[config.mk]
export PLATFORM = sky130hd
export DESIGN_NAME = lsm_poly_eval
export DESIGN_NICKNAME = d
export VERILOG_FILES = /design/src/rtl/lsm_poly_eval_pkg.sv /design/src/rtl/lsm_poly_eval_dp.sv /design/src/rtl/lsm_poly_eval.sv
export SDC_FILE = /design/constraint.sdc
export NUM_CORES = 1
export LEC_CHECK = 0
export ABC_CLOCK_PERIOD_IN_PS = 6000
export CAP_MARGIN = 10
export CELL_PAD_IN_SITES_DETAIL_PLACEMENT = 1
export CELL_PAD_IN_SITES_GLOBAL_PLACEMENT = 2
export CORE_MARGIN = 2
export CORE_UTILIZATION = 34
export CTS_CLUSTER_DIAMETER = 100
export DETAILED_ROUTE_END_ITERATION = 6
export PLACE_DENSITY_LB_ADDON = 0.1
export SYNTH_ARGS = -nofsm -noshare
export SYNTH_HDL_FRONTEND = slang
export SYNTH_SLANG_ARGS = --single-unit
[constraint.sdc]
create_clock -name clk -period 6 [get_ports clk]
set_input_delay 0.6 -clock clk [delete_from_list [all_inputs] [get_ports clk]]
set_output_delay 0.6 -clock clk [all_outputs]
set_load 0.01 [all_outputs]
[src/rtl/lsm_poly_eval_pkg.sv]
// Fixed-point formats and FSM encoding shared by the LSM regression-line evaluator.
package lsm_poly_eval_pkg;

  localparam int XI_W    = 12;
  localparam int XI_FRAC = 4;
  localparam int B0_W    = 20;
  localparam int B0_FRAC = 8;
  localparam int B1_W    = 20;
  localparam int B1_FRAC = 12;
  localparam int YH_W    = 24;
  localparam int YH_FRAC = 8;

  // Product carries B1_FRAC+XI_FRAC fraction bits; the sum has one guard bit more.
  localparam int PROD_W    = B1_W + XI_W + 1;
  localparam int PROD_FRAC = B1_FRAC + XI_FRAC;
  localparam int SUM_W     = PROD_W + 1;
  localparam int B0_SH     = PROD_FRAC - B0_FRAC;
  localparam int Y_LSB     = PROD_FRAC - YH_FRAC;
  localparam int Y_MSB     = Y_LSB + YH_W - 1;
  localparam int PAY_SH    = YH_FRAC - XI_FRAC;

  typedef enum logic [1:0] {
    S_IDLE  = 2'd0,
    S_RUN   = 2'd1,
    S_DRAIN = 2'd2,
    S_DONE  = 2'd3
  } state_t;

  function automatic logic [YH_W-1:0] sat_y(input logic [SUM_W-1:0] sum);
    logic [SUM_W-Y_MSB-1:0] guard;
    guard = sum[SUM_W-1:Y_MSB];
    if ((&guard) || (~|guard))
      return sum[Y_MSB:Y_LSB];
    else if (!sum[SUM_W-1])
      return {1'b0, {(YH_W-1){1'b1}}};
    else
      return {1'b1, {(YH_W-1){1'b0}}};
  endfunction

endpackage

[src/rtl/lsm_poly_eval_dp.sv]
// Two-stage y_hat = beta0 + beta1*x datapath with saturation and exercise compare; 2-cycle latency.
// No backpressure: one sample per cycle in, results leave unconditionally.
module lsm_poly_eval_dp
  import lsm_poly_eval_pkg::*;
(
  input  logic              clk,
  input  logic              rst_n,
  input  logic [B0_W-1:0]   i_beta0,
  input  logic [B1_W-1:0]   i_beta1,
  input  logic              i_vld,
  input  logic [XI_W-1:0]   i_x,
  input  logic [XI_W-1:0]   i_pay,
  output logic              o_vld,
  output logic [YH_W-1:0]   o_y,
  output logic              o_ex
);

  logic [PROD_W-1:0] w_b1_ext;
  logic [PROD_W-1:0] w_x_ext;
  logic [PROD_W-1:0] w_prod;
  logic [SUM_W-1:0]  w_b0_ext;
  logic [SUM_W-1:0]  w_sum;
  logic [YH_W-1:0]   w_y;
  logic [YH_W-1:0]   w_pay_ext;
  logic              w_ex;

  logic              r_v1;
  logic [PROD_W-1:0] r_prod;
  logic [XI_W-1:0]   r_pay;
  logic              r_v2;
  logic [YH_W-1:0]   r_y;
  logic              r_ex;

  assign w_b1_ext = {{(PROD_W-B1_W){i_beta1[B1_W-1]}}, i_beta1};
  assign w_x_ext  = {{(PROD_W-XI_W){1'b0}}, i_x};
  assign w_prod   = $signed(w_b1_ext) * $signed(w_x_ext);

  assign w_b0_ext  = {{(SUM_W-B0_W-B0_SH){i_beta0[B0_W-1]}}, i_beta0, {B0_SH{1'b0}}};
  assign w_sum     = w_b0_ext + {r_prod[PROD_W-1], r_prod};
  assign w_y       = sat_y(w_sum);
  // Payoff is realigned to y_hat's 8 fraction bits; it is never negative.
  assign w_pay_ext = {{(YH_W-XI_W-PAY_SH){1'b0}}, r_pay, {PAY_SH{1'b0}}};
  assign w_ex      = (r_pay != '0) && ($signed(w_pay_ext) > $signed(w_y));

  always_ff @(posedge clk or negedge rst_n) begin
    if (!rst_n) begin
      r_v1   <= 1'b0;
      r_prod <= '0;
      r_pay  <= '0;
      r_v2   <= 1'b0;
      r_y    <= '0;
      r_ex   <= 1'b0;
    end else begin
      r_v1   <= i_vld;
      r_prod <= w_prod;
      r_pay  <= i_pay;
      r_v2   <= r_v1;
      r_y    <= w_y;
      r_ex   <= r_v1 && w_ex;
    end
  end

  assign o_vld = r_v2;
  assign o_y   = r_y;
  assign o_ex  = r_ex;

endmodule

[src/rtl/lsm_poly_eval.sv]
// Streams N samples through the fitted line, flags early exercise and counts it; done 3 cycles after last sample.
// No backpressure: samples are taken whenever in_valid is high in RUN; extra samples are dropped.
module lsm_poly_eval
  import lsm_poly_eval_pkg::*;
#(
  parameter int N = 256,
  localparam int CNT_W = $clog2(N) + 1
) (
  input  logic              clk,
  input  logic              rst_n,
  input  logic              start,
  input  logic [B0_W-1:0]   beta0,
  input  logic [B1_W-1:0]   beta1,
  input  logic              in_valid,
  input  logic [XI_W-1:0]   x_in,
  input  logic [XI_W-1:0]   pay_in,
  output logic              busy,
  output logic              out_valid,
  output logic [YH_W-1:0]   y_hat,
  output logic              exercise,
  output logic              done,
  output logic [CNT_W-1:0]  ex_count
);

  localparam logic [CNT_W-1:0] CNT_LAST = CNT_W'(N - 1);
  localparam logic [CNT_W-1:0] CNT_MAX  = CNT_W'(N);

  state_t           r_state;
  state_t           w_next;
  logic             w_accept;
  logic             w_start_ok;
  logic             w_last;
  logic             w_busy;
  logic             w_done;
  logic [CNT_W-1:0] r_cnt;
  logic             r_drain;
  logic [CNT_W-1:0] r_ex_cnt;
  logic [B0_W-1:0]  r_beta0;
  logic [B1_W-1:0]  r_beta1;
  logic             w_dp_vld;
  logic [YH_W-1:0]  w_dp_y;
  logic             w_dp_ex;

  assign w_last = w_accept && (r_cnt == CNT_LAST);

  always_ff @(posedge clk or negedge rst_n) begin
    if (!rst_n) r_state <= S_IDLE;
    else        r_state <= w_next;
  end

  always_comb begin
    w_next = r_state;
    case (r_state)
      S_IDLE:  if (start) w_next = S_RUN;
      S_RUN:   if (w_last) w_next = S_DRAIN;
      S_DRAIN: if (r_drain) w_next = S_DONE;
      S_DONE:  w_next = S_IDLE;
      default: w_next = S_IDLE;
    endcase
  end

  always_comb begin
    w_start_ok = 1'b0;
    w_accept   = 1'b0;
    w_busy     = 1'b0;
    w_done     = 1'b0;
    case (r_state)
      S_IDLE:  w_start_ok = start;
      S_RUN:   begin w_accept = in_valid; w_busy = 1'b1; end
      S_DRAIN: w_busy = 1'b1;
      S_DONE:  w_done = 1'b1;
      default: ;
    endcase
  end

  always_ff @(posedge clk or negedge rst_n) begin
    if (!rst_n) begin
      r_cnt    <= '0;
      r_drain  <= 1'b0;
      r_ex_cnt <= '0;
      r_beta0  <= '0;
      r_beta1  <= '0;
    end else begin
      // Second DRAIN cycle is the one where r_drain reads back high.
      r_drain <= (r_state == S_DRAIN);
      if (w_start_ok) begin
        r_beta0  <= beta0;
        r_beta1  <= beta1;
        r_cnt    <= '0;
        r_ex_cnt <= '0;
      end else begin
        if (w_accept)
          r_cnt <= r_cnt + CNT_W'(1);
        if (w_dp_vld && w_dp_ex && (r_ex_cnt != CNT_MAX))
          r_ex_cnt <= r_ex_cnt + CNT_W'(1);
      end
    end
  end

  lsm_poly_eval_dp u_dp (
    .clk     (clk),
    .rst_n   (rst_n),
    .i_beta0 (r_beta0),
    .i_beta1 (r_beta1),
    .i_vld   (w_accept),
    .i_x     (x_in),
    .i_pay   (pay_in),
    .o_vld   (w_dp_vld),
    .o_y     (w_dp_y),
    .o_ex    (w_dp_ex)
  );

  assign busy      = w_busy;
  assign done      = w_done;
  assign out_valid = w_dp_vld;
  assign y_hat     = w_dp_y;
  assign exercise  = w_dp_ex;
  assign ex_count  = r_ex_cnt;

endmodule

==> results of run 1 <==
metal layers:
layer / global-route usage (%) / share of wire (%) / routed length [um]
met2: 29.9 / 45 / 17400
met1: 26.6 / 51 / 19800
met5: 0 / 0 / 0
met4: 4.98 / 1.5 / 603
met3: 3.14 / 2.9 / 1120
sequential cells by signal, summed over array words and instances (netlist names):
register,cells
u_dp.o_ex,1
ex_count,9
u_dp.r_prod,25
u_dp.o_vld,1
u_dp.r_v1,1
r_drain,1
r_cnt,9
u_dp.r_pay,12
r_beta1,20
u_dp.o_y,24
r_state,2
r_beta0,20
cell families after synthesis:
group | after synthesis
simple gates | 415
fa+ha+maj | 335
buf+inv | 382
xor+xnor | 54
mux | 41
flops | 125
compound gates | 187
worst max-delay path: stages:
cell,delay (ns)
clkdlybuf4s50_1,0.52
buf_12,0.15
nand2_1,0.08
fa_1,0.54
inv_1,0.05
fa_1,0.50
fa_1,0.56
fa_1,0.50
inv_1,0.05
fa_1,0.48
inv_1,0.04
ha_1,0.30
a21o_1,0.17
a21o_1,0.17
a21oi_1,0.19
o21ai_1,0.13
a211oi_2,0.20
buf_4,0.17
o31ai_2,0.09
a211o_1,0.30
buf_4,0.14
xor2_1,0.13
per-stage QoR:
step	hold slack (ns)	util, %	instances	setup slack, ns
after floorplan	0.304	-	1539	0.273
after global placement	0.505	40.1	2224	-0.551
after detailed placement	0.512	40.1	2224	-0.659
after CTS	0.152	41.7	2256	0.0472
after global routing	0.191	41.7	2256	0.0282
final	0.160	41.7	2256	0.291
area by class of cell:
class / count / share of cell area [%]
inverters: 319 / 6.79
clock inverters: 14 / 1.16
well taps: 539 / 3.83
repair buffers: 209 / 10.7
multi-input cells: 1032 / 57.2
clock buffers: 18 / 2.49
flip-flops and latches: 125 / 17.8
path summary, 6_finish.rpt:
kind	slack, ns	end	start	cells after the start
setup / recovery	0.29	u_dp.r_prod[31]	x_in[4]	22
hold / removal	0.16	r_beta0[9]	rst_n	1
setup reg to reg	0.37	u_dp.r_prod[31]	r_beta1[12]	21
hold reg to reg	0.51	u_dp.o_vld	u_dp.r_v1	0
max in group asynchronous	4.63	r_beta1[7]	rst_n	2
min in group clk	0.51	u_dp.o_vld	u_dp.r_v1	0
timing repair:
action	CTS	global route
endpoints found under the hold margin	0	0
setup endpoints to repair	3	11
pin swaps	0	1
gates resized for setup	2	11
synth_stat cells (all sizes together), types with 6 or more instances:
cell type  number
a21oi          54
xnor2          32
xor2           22
dfrtp         125
nor2           53
o21a            8
nand4          12
fa            218
mux2           40
ha            117
nand3          11
and3            9
nand2         175
buf             9
o21ai          34
a21o           26
clkbuf         54
a211oi          9
nor3           15
or3             6
inv           319
and2          107
o21bai          9
nor4            6
nand2b          7
==> metrics, run 1 <==
area of the die=~0.045 sq mm; Slew Limit Headroom=between 30 and 40%; Final Setup Violations=0; Tmin final=~5.7 ns; DRC Markers=0; Post-synth EDFFs=0; DR iter-0 viols=approximately 460; WS Path Type=in2reg; hold buffers post-CTS=0; Adder-Cell Fraction of Synth Area=approximately two fifths; Final Cycle Share=95.2%; post-synthesis simple-gate area fraction=roughly 14%; Slew @ Worst Pin=slightly above 0.9 ns; commonest non-fill, non-tap cell in the layout=inv_1; Core ar.=~0.042 sq mm; vias=around 11k; Root Buffer=clkbuf_16; Hold Crit Class=in2async; Seq cells post-synth=~130; Pre-Repair DR Iteration Count=4; Yosys top cell by area=fa_1; outcome=completed; fin area=around 0.018 sq mm; CP startpoint kind=input pin; top cells by area, synth=fa_1 30%, dfrtp_1 21%, ha_1 10%; xor/xnor share of the synthesized area=about 3.3%; cell count after synthesis=between 1.5k and 2k; Worst-path clk slew=about 0.090 ns; die width=~210 um; commonest cells after routing, fill and taps aside=319 x inv_1, 218 x fa_1, 175 x nand2_1; max-cap violations=0; Cell Area, Synth=0.0146 sq mm; Synth Area in Compound Gates=8.64%; H-tree depth=4; top_reg_cell synth=dfrtp_1; Yosys cell types=64; CTS Sinks=125; Port Buffers=~100; starting density of the core=between 30% and 40%; Layout Skew=between 0.02 and 0.03 ns; main combinational cell family by area after synthesis=adder cells; share of cells above drive strength 1=a little under an eighth; Setup TNS=0 ns; initial antenna violation count=0; Total GRT Usage=a little under a fifth; vias per cell=4.72; top cell type's share of synthesized area=between 20 and 30%; Syn. warnings=0; DRT Wirelength=between 30000 and 40000 um; number of global-route vias before repair=around 12k; Area after DPL=around 0.017 sq mm; Die Y=approximately 210 um; detailed placement HPWL=32400 um; final max-slew violation count=0; async set or reset register ratio after synthesis=100%; remaining antenna violation count after routing=0; combined area of the multi-input logic cells=0.0101 sq mm; FP Rows=75; WL/cell=approximately 17 um; fill cell total of the finished layout=approximately 4.8k; I/O pins=~110; Num CTS Buffers=17; storage element area=between 0.003 and 0.004 sq mm; multiplexer area fraction after synthesis=3.15%; first-pass GRT wire length=around 65000 um; final hold violations=0; ANT cells=0; Arrival @ worst endpoint=roughly 6 ns; clk_lat worst skew=between 0.4 and 0.5 ns; RSZ-0062 raised after global routing=no; Post-Syn Nets=between 1.5k and 2k; CP endpoint kind=flop; layout overhead on the synthesized area=20.5%; nets=2107; GRT overflow=0; fmax=roughly 0.18 GHz; Mapped Avg Cell Area=between 9 and 10 sq um; worst-case clock buffer depth=2; largest net degree at the start of global routing=71; Crit path required time=~6.4 ns; post-synthesis sequential area ratio=around a fifth; gpl congestion=0.808; CTS tree=yes; Crit Path Max Fanout=12; Post-CTS Repair Setup Buffers=0
Power of run 1 is left out: the tool's default activity adds up to more than one toggle a clock period on the data nets, which glitch-free logic cannot reach.
==> inputs of run 2 (changes only) <==
--- a/config.mk
+++ b/config.mk
@@ -13,7 +13,9 @@
 export CORE_UTILIZATION = 34
 export CTS_CLUSTER_DIAMETER = 100
 export DETAILED_ROUTE_END_ITERATION = 6
+export DONT_BUFFER_PORTS = 1
 export PLACE_DENSITY_LB_ADDON = 0.1
+export SETUP_SLACK_MARGIN = 0.2
 export SYNTH_ARGS = -nofsm -noshare
 export SYNTH_HDL_FRONTEND = slang
 export SYNTH_SLANG_ARGS = --single-unit
==> metrics, run 2 (synthesized netlist as in run 1, its figures left out) <==
Layout Skew=0.0255 ns (-0.00431 ns); Total GRT Usage=18.6% (-0.20 points); die width=211 um (unchanged); Root Buffer=clkbuf_16; Core ar.=0.0422 sq mm (unchanged); commonest non-fill, non-tap cell in the layout=inv_1; gpl congestion=0.790 (-2.2%); Slew @ Worst Pin=0.909 ns (-0.0119 ns); outcome=completed; FP Rows=75 (unchanged); share of cells above drive strength 1=9.84% (-1.7 points); Largest Register=u_dp.r_prod; most used cell, CP=fa_1; worst-case clock buffer depth=2 (unchanged); Arrival @ worst endpoint=5.99 ns (-0.07 ns); detailed placement HPWL=31100 um (-4.1%); CTS tree=yes; CP startpoint kind=flop; Crit Path Max Fanout=4 (-8); Worst-path clk slew=0.08 ns (about the same); Num CTS Buffers=17 (unchanged); max-cap violations=0 (unchanged); I/O pins=105 (unchanged); Pre-Repair DR Iteration Count=5 (+1); Slew Limit Headroom=39.2% (+0.79 points); WS Path Type=reg2reg; CP peak stage delay=0.55 ns (about the same); Port Buffers=0 (-100%); Final Setup Violations=0 (unchanged); Tmin final=5.60 ns (-0.106 ns); area of the die=0.0447 sq mm (unchanged); DRT Wirelength=39400 um (+1.3%); first-pass GRT wire length=63300 um (-2.2%); commonest cells after routing, fill and taps aside=319 x inv_1, 217 x fa_1, 175 x nand2_1; layout overhead on the synthesized area=10.1%; Hold Crit Class=in2async; vias=9979 (-6.3%); DR iter-0 viols=502 (+10%); CP endpoint kind=flop; Crit path required time=6.38 ns (+0.03 ns); vias per cell=4.79 (+1.5%); nets=1934 (-8.2%); number of global-route vias before repair=11.1k (-7.3%); Area after DPL=0.0153 sq mm (-9.9%); Die Y=211 um (unchanged); GRT overflow=0 (unchanged); initial antenna violation count=1 (+1); DRC Markers=0 (unchanged); fmax=0.178 GHz (+1.9%); Final Cycle Share=93.4% (-1.8 points); H-tree depth=4 (unchanged); slowest cell on the critical path=fa_1; WL/cell=18.9 um (+9.8%); RSZ-0062 raised after global routing=yes; Largest register FFs=25 (unchanged); remaining antenna violation count after routing=0 (unchanged); clk_lat worst skew=0.48 ns (about the same); largest net degree at the start of global routing=126 (+77%); fin area=0.0161 sq mm (-8.7%); final hold violations=0 (unchanged); CTS Sinks=125 (unchanged); final max-slew violation count=0 (unchanged); ANT cells=0 (unchanged); CP Cell Sequence=and2_4 > fa_1 > inv_1 > fa_1 > inv_1 > fa_1 > fa_1 > inv_1 > fa_1 > inv_1 > ha_1 > and3_1 > and3_1 > a21oi_2 > a31oi_4 > a211oi_2 > buf_4 > o31ai_1 > buf_4 > a211o_1 > a21oi_2 > xnor2_1; starting density of the core=34.6% (unchanged); fill cell total of the finished layout=4780 (-0.71%)
run 2: cell count changes in the layout (fill, tap and decap cells not counted), moves of 4 or more:
cell             change
dfrtp_1             -16
ha_1                 -4
ha_4                 +4
clkdlybuf4s50_1    -100
buf_12               -5
dfrtp_2             +16
buf_4               -69
run 2: worst paths after layout:
kind / from / slack, ns / depth (start not counted) / endpoint
worst max-delay path: r_beta1[9] / 0.40 / 22 / u_dp.r_prod[32]
worst min-delay path: rst_n / 0.08 / 1 / r_beta1[15]
worst max register to register: r_beta1[9] / 0.40 / 22 / u_dp.r_prod[32]
worst min register to register: u_dp.r_v1 / 0.51 / 0 / u_dp.o_vld
max in group asynchronous: rst_n / 5.35 / 1 / u_dp.o_y[16]
min in group clk: pay_in[1] / 0.16 / 0 / u_dp.r_pay[1]
run 2: per-stage QoR:
step,setup WS (ns),util [%],hold slack [ns],instances,TNS (ns)
6_report,0.397,38.1,0.0797,2083,0
5_1_grt,0.166,38.1,0.127,2083,0
4_1_cts,0.203,37.7,0.116,2076,0
3_5_place_dp,-0.0721,36.2,0.308,2043,-0.111
3_3_place_gp,0.0305,36.2,0.308,2043,0
2_1_floorplan,0.273,-,0.304,1539,0
run 2: per-layer routing:
layer  routed length, um  up-vias  global-route usage (%)
met3                1400       29                    3.23
met4                 527        2                    5.05
met1               20200     5043                    27.1
met5                  10        -                       0
li1                    -     4766                       -
met2               17300      139                    28.5
run 2: final cells by class:
cell class / count / area (sq um) / share of cell area [%]
Clock buffer: 18 / 429 / 2.67
Sequential cell: 125 / 3150 / 19.6
Multi-Input combinational cell: 1032 / 10200 / 63.1
Tap cell: 539 / 674 / 4.19
Timing Repair Buffer: 36 / 305 / 1.90
Inverter: 319 / 1200 / 7.44
Clock inverter: 14 / 181 / 1.13
run 2: critical path: cells and delay by family (launching register included):
family,cells,cell delay [ns]
compound gates,6,1.12
xor+xnor,1,0.13
fa+ha+maj,6,2.76
buf+inv,6,0.50
flops,1,0.44
simple gates,3,0.55
run 2: what timing repair did:
item                                    CTS  global route
hold buffers                              1             0
endpoints found under the setup margin    4             9
gates resized for setup                   9            31
hold endpoints to repair                125             0
setup buffers                             0             7
pin swaps                                 0             8
Power of run 2 is left out for the same reason.
==> inputs of run 3 (changes only) <==
--- a/config.mk
+++ b/config.mk
@@ -11,6 +11,7 @@
 export CELL_PAD_IN_SITES_GLOBAL_PLACEMENT = 2
 export CORE_MARGIN = 2
 export CORE_UTILIZATION = 34
+export CTS_BUF_LIST = sky130_fd_sc_hd__clkbuf_4
 export CTS_CLUSTER_DIAMETER = 100
 export DETAILED_ROUTE_END_ITERATION = 6
 export DONT_BUFFER_PORTS = 1
==> metrics, run 3 (synthesized netlist as in run 1, its figures left out) <==
nets=1990 (+2.9%); Crit path required time=6.59 ns (+0.21 ns); Layout Skew=0.0635 ns (+0.0380 ns); Slew @ Worst Pin=0.950 ns (+0.0411 ns); starting density of the core=34.6% (unchanged); outcome=completed; hold-critical path endpoint=u_dp.r_v1; WL/cell=18.6 um (-1.6%); layout overhead on the synthesized area=12.3%; Die Y=211 um (unchanged); internal reg-to-reg setup slack=0.39 ns (about the same); Largest register FFs=25 (unchanged); area of the die=0.0447 sq mm (unchanged); Core ar.=0.0422 sq mm (unchanged); H-tree depth=4 (unchanged); gpl congestion=0.790 (unchanged); Slew Limit Headroom=36.5% (-2.7 points); I/O pins=105 (unchanged); Crit Path Max Fanout=5 (+1); fin area=0.0164 sq mm (+2.0%); commonest non-fill, non-tap cell in the layout=inv_1; Tmin final=5.61 ns (+0.00938 ns); DRT Wirelength=39900 um (+1.2%); Reg-to-Reg Start=r_beta1[8]; Largest Register=u_dp.r_prod; slowest cell on the critical path=fa_1; DR iter-0 viols=457 (-9.0%); commonest cells after routing, fill and taps aside=318 x inv_1, 217 x fa_1, 175 x nand2_1; FP Rows=75 (unchanged); worst-case clock buffer depth=2 (unchanged); Arrival @ worst endpoint=6.21 ns (+0.22 ns); Worst-path clk slew=0.19 ns (+0.11 ns); CTS tree=yes; number of global-route vias before repair=11.4k (+2.8%); Hold WS=0.288 ns (+0.208 ns); Num CTS Buffers=17 (unchanged); remaining antenna violation count after routing=0 (unchanged); Hold Path Cell Cnt=1; Total GRT Usage=18.8% (+0.21 points); most used cell, CP=fa_1; CP endpoint kind=flop; fmax=0.178 GHz (-0.17%); FF-to-FF path depth=22 (unchanged); final hold violations=0 (unchanged); RSZ-0062 raised after global routing=yes; Final Worst Setup Slack=0.388 ns (-0.00938 ns); WS Path Type=reg2reg; r2r endpoint=u_dp.r_prod[32]; clk_lat worst skew=0.71 ns (+0.23 ns); initial antenna violation count=4 (+3); first-pass GRT wire length=64300 um (+1.5%); vias=10.2k (+2.4%); detailed placement HPWL=31100 um (unchanged); DRC Markers=0 (unchanged); Hold Crit Class=in2reg; share of cells above drive strength 1=10.1% (+0.28 points); Setup TNS=0 ns (unchanged); die width=211 um (unchanged); Final Setup Violations=0 (unchanged); CP peak stage delay=0.53 ns (-0.02 ns); CP Cell Sequence=and2_1 > fa_1 > inv_1 > fa_1 > inv_1 > fa_1 > fa_1 > inv_1 > fa_1 > inv_1 > ha_4 > and3_4 > and3_1 > a21oi_2 > a31oi_4 > a211oi_2 > buf_4 > o31ai_2 > buf_4 > a211o_1 > a21oi_2 > xnor2_1; CP startpoint kind=flop; final max-slew violation count=0 (unchanged); Port Buffers=0 (unchanged); Placement Setup Slack=-0.0721 ns (unchanged); CTS Sinks=125 (unchanged); max-cap violations=0 (unchanged); largest net degree at the start of global routing=126 (unchanged); vias per cell=4.77 (-0.48%); GRT overflow=0 (unchanged); Root Buffer=clkbuf_4; Hold Crit Start=in_valid; Area after DPL=0.0153 sq mm (unchanged); Pre-Repair DR Iteration Count=4 (-1); Final Cycle Share=93.5% (+0.16 points)
run 3: cell count changes in the layout (fill, tap and decap cells not counted), moves of 2 or more:
cell / before / now
dlygate4sd3_1: 0 / 53
clkbuf_16: 17 / 0
clkbuf_4: 1 / 18
diode_2: 0 / 4
ha_1: 113 / 111
ha_4: 4 / 6
run 3: critical path, delay by kind of cell, from the launching register on:
kind,cells,cell delay [ns]
AO/OA/AOI/OAI,6,1.16
XOR/XNOR,1,0.13
adder cells (fa/ha/maj),6,2.67
buffers and inverters,6,0.53
flip-flops,1,0.48
AND/OR/NAND/NOR,3,0.52
run 3: cell type report:
cell class                      instances  area, sq um
Fill cell                            4785        25800
Clock inverter                         14          181
Tap cell                              539          674
Clock buffer                           18          135
Sequential cell                       125         3150
Multi-Input combinational cell       1032        10200
Inverter                              319         1200
Antenna cell                            4         10.0
Timing Repair Buffer                   92          872
run 3: per-stage QoR:
stage | util (%) | instances
floorplan | - | 1539
global placement | 36.2 | 2043
detailed placement | 36.2 | 2043
CTS | 38.4 | 2132
global route | 38.9 | 2143
finish | 38.9 | 2143
run 3: what timing repair did:
item                                    in CTS  in global routing
hold endpoints to repair                   177                  0
pin swaps                                    2                 23
hold buffers                                54                  0
endpoints found under the setup margin       4                 10
resized for setup                           17                 31
setup buffers                                3                  7
gates cloned                                 0                  0
run 3: worst max path at each step:
stage	endpoint	slack [ns]	from
detailed placement	u_dp.r_prod[32]	-0.07	x_in[1]
CTS	u_dp.r_prod[32]	0.22	r_beta1[8]
global placement	u_dp.r_prod[32]	0.03	x_in[1]
floorplan	u_dp.r_prod[32]	0.27	x_in[1]
global route	u_dp.r_prod[32]	0.20	r_beta1[15]
finish	u_dp.r_prod[32]	0.39	r_beta1[8]
run 3: routing by layer:
layer  GRT usage [%]  routed length [um]  vias to the layer above
li1                -                   -                     4881
met2            28.7               17500                      143
met4            5.76                 602                        2
met5               0                  13                        -
met3            3.10                1380                       34
met1            27.4               20400                     5157
Power of run 3 is left out for the same reason.
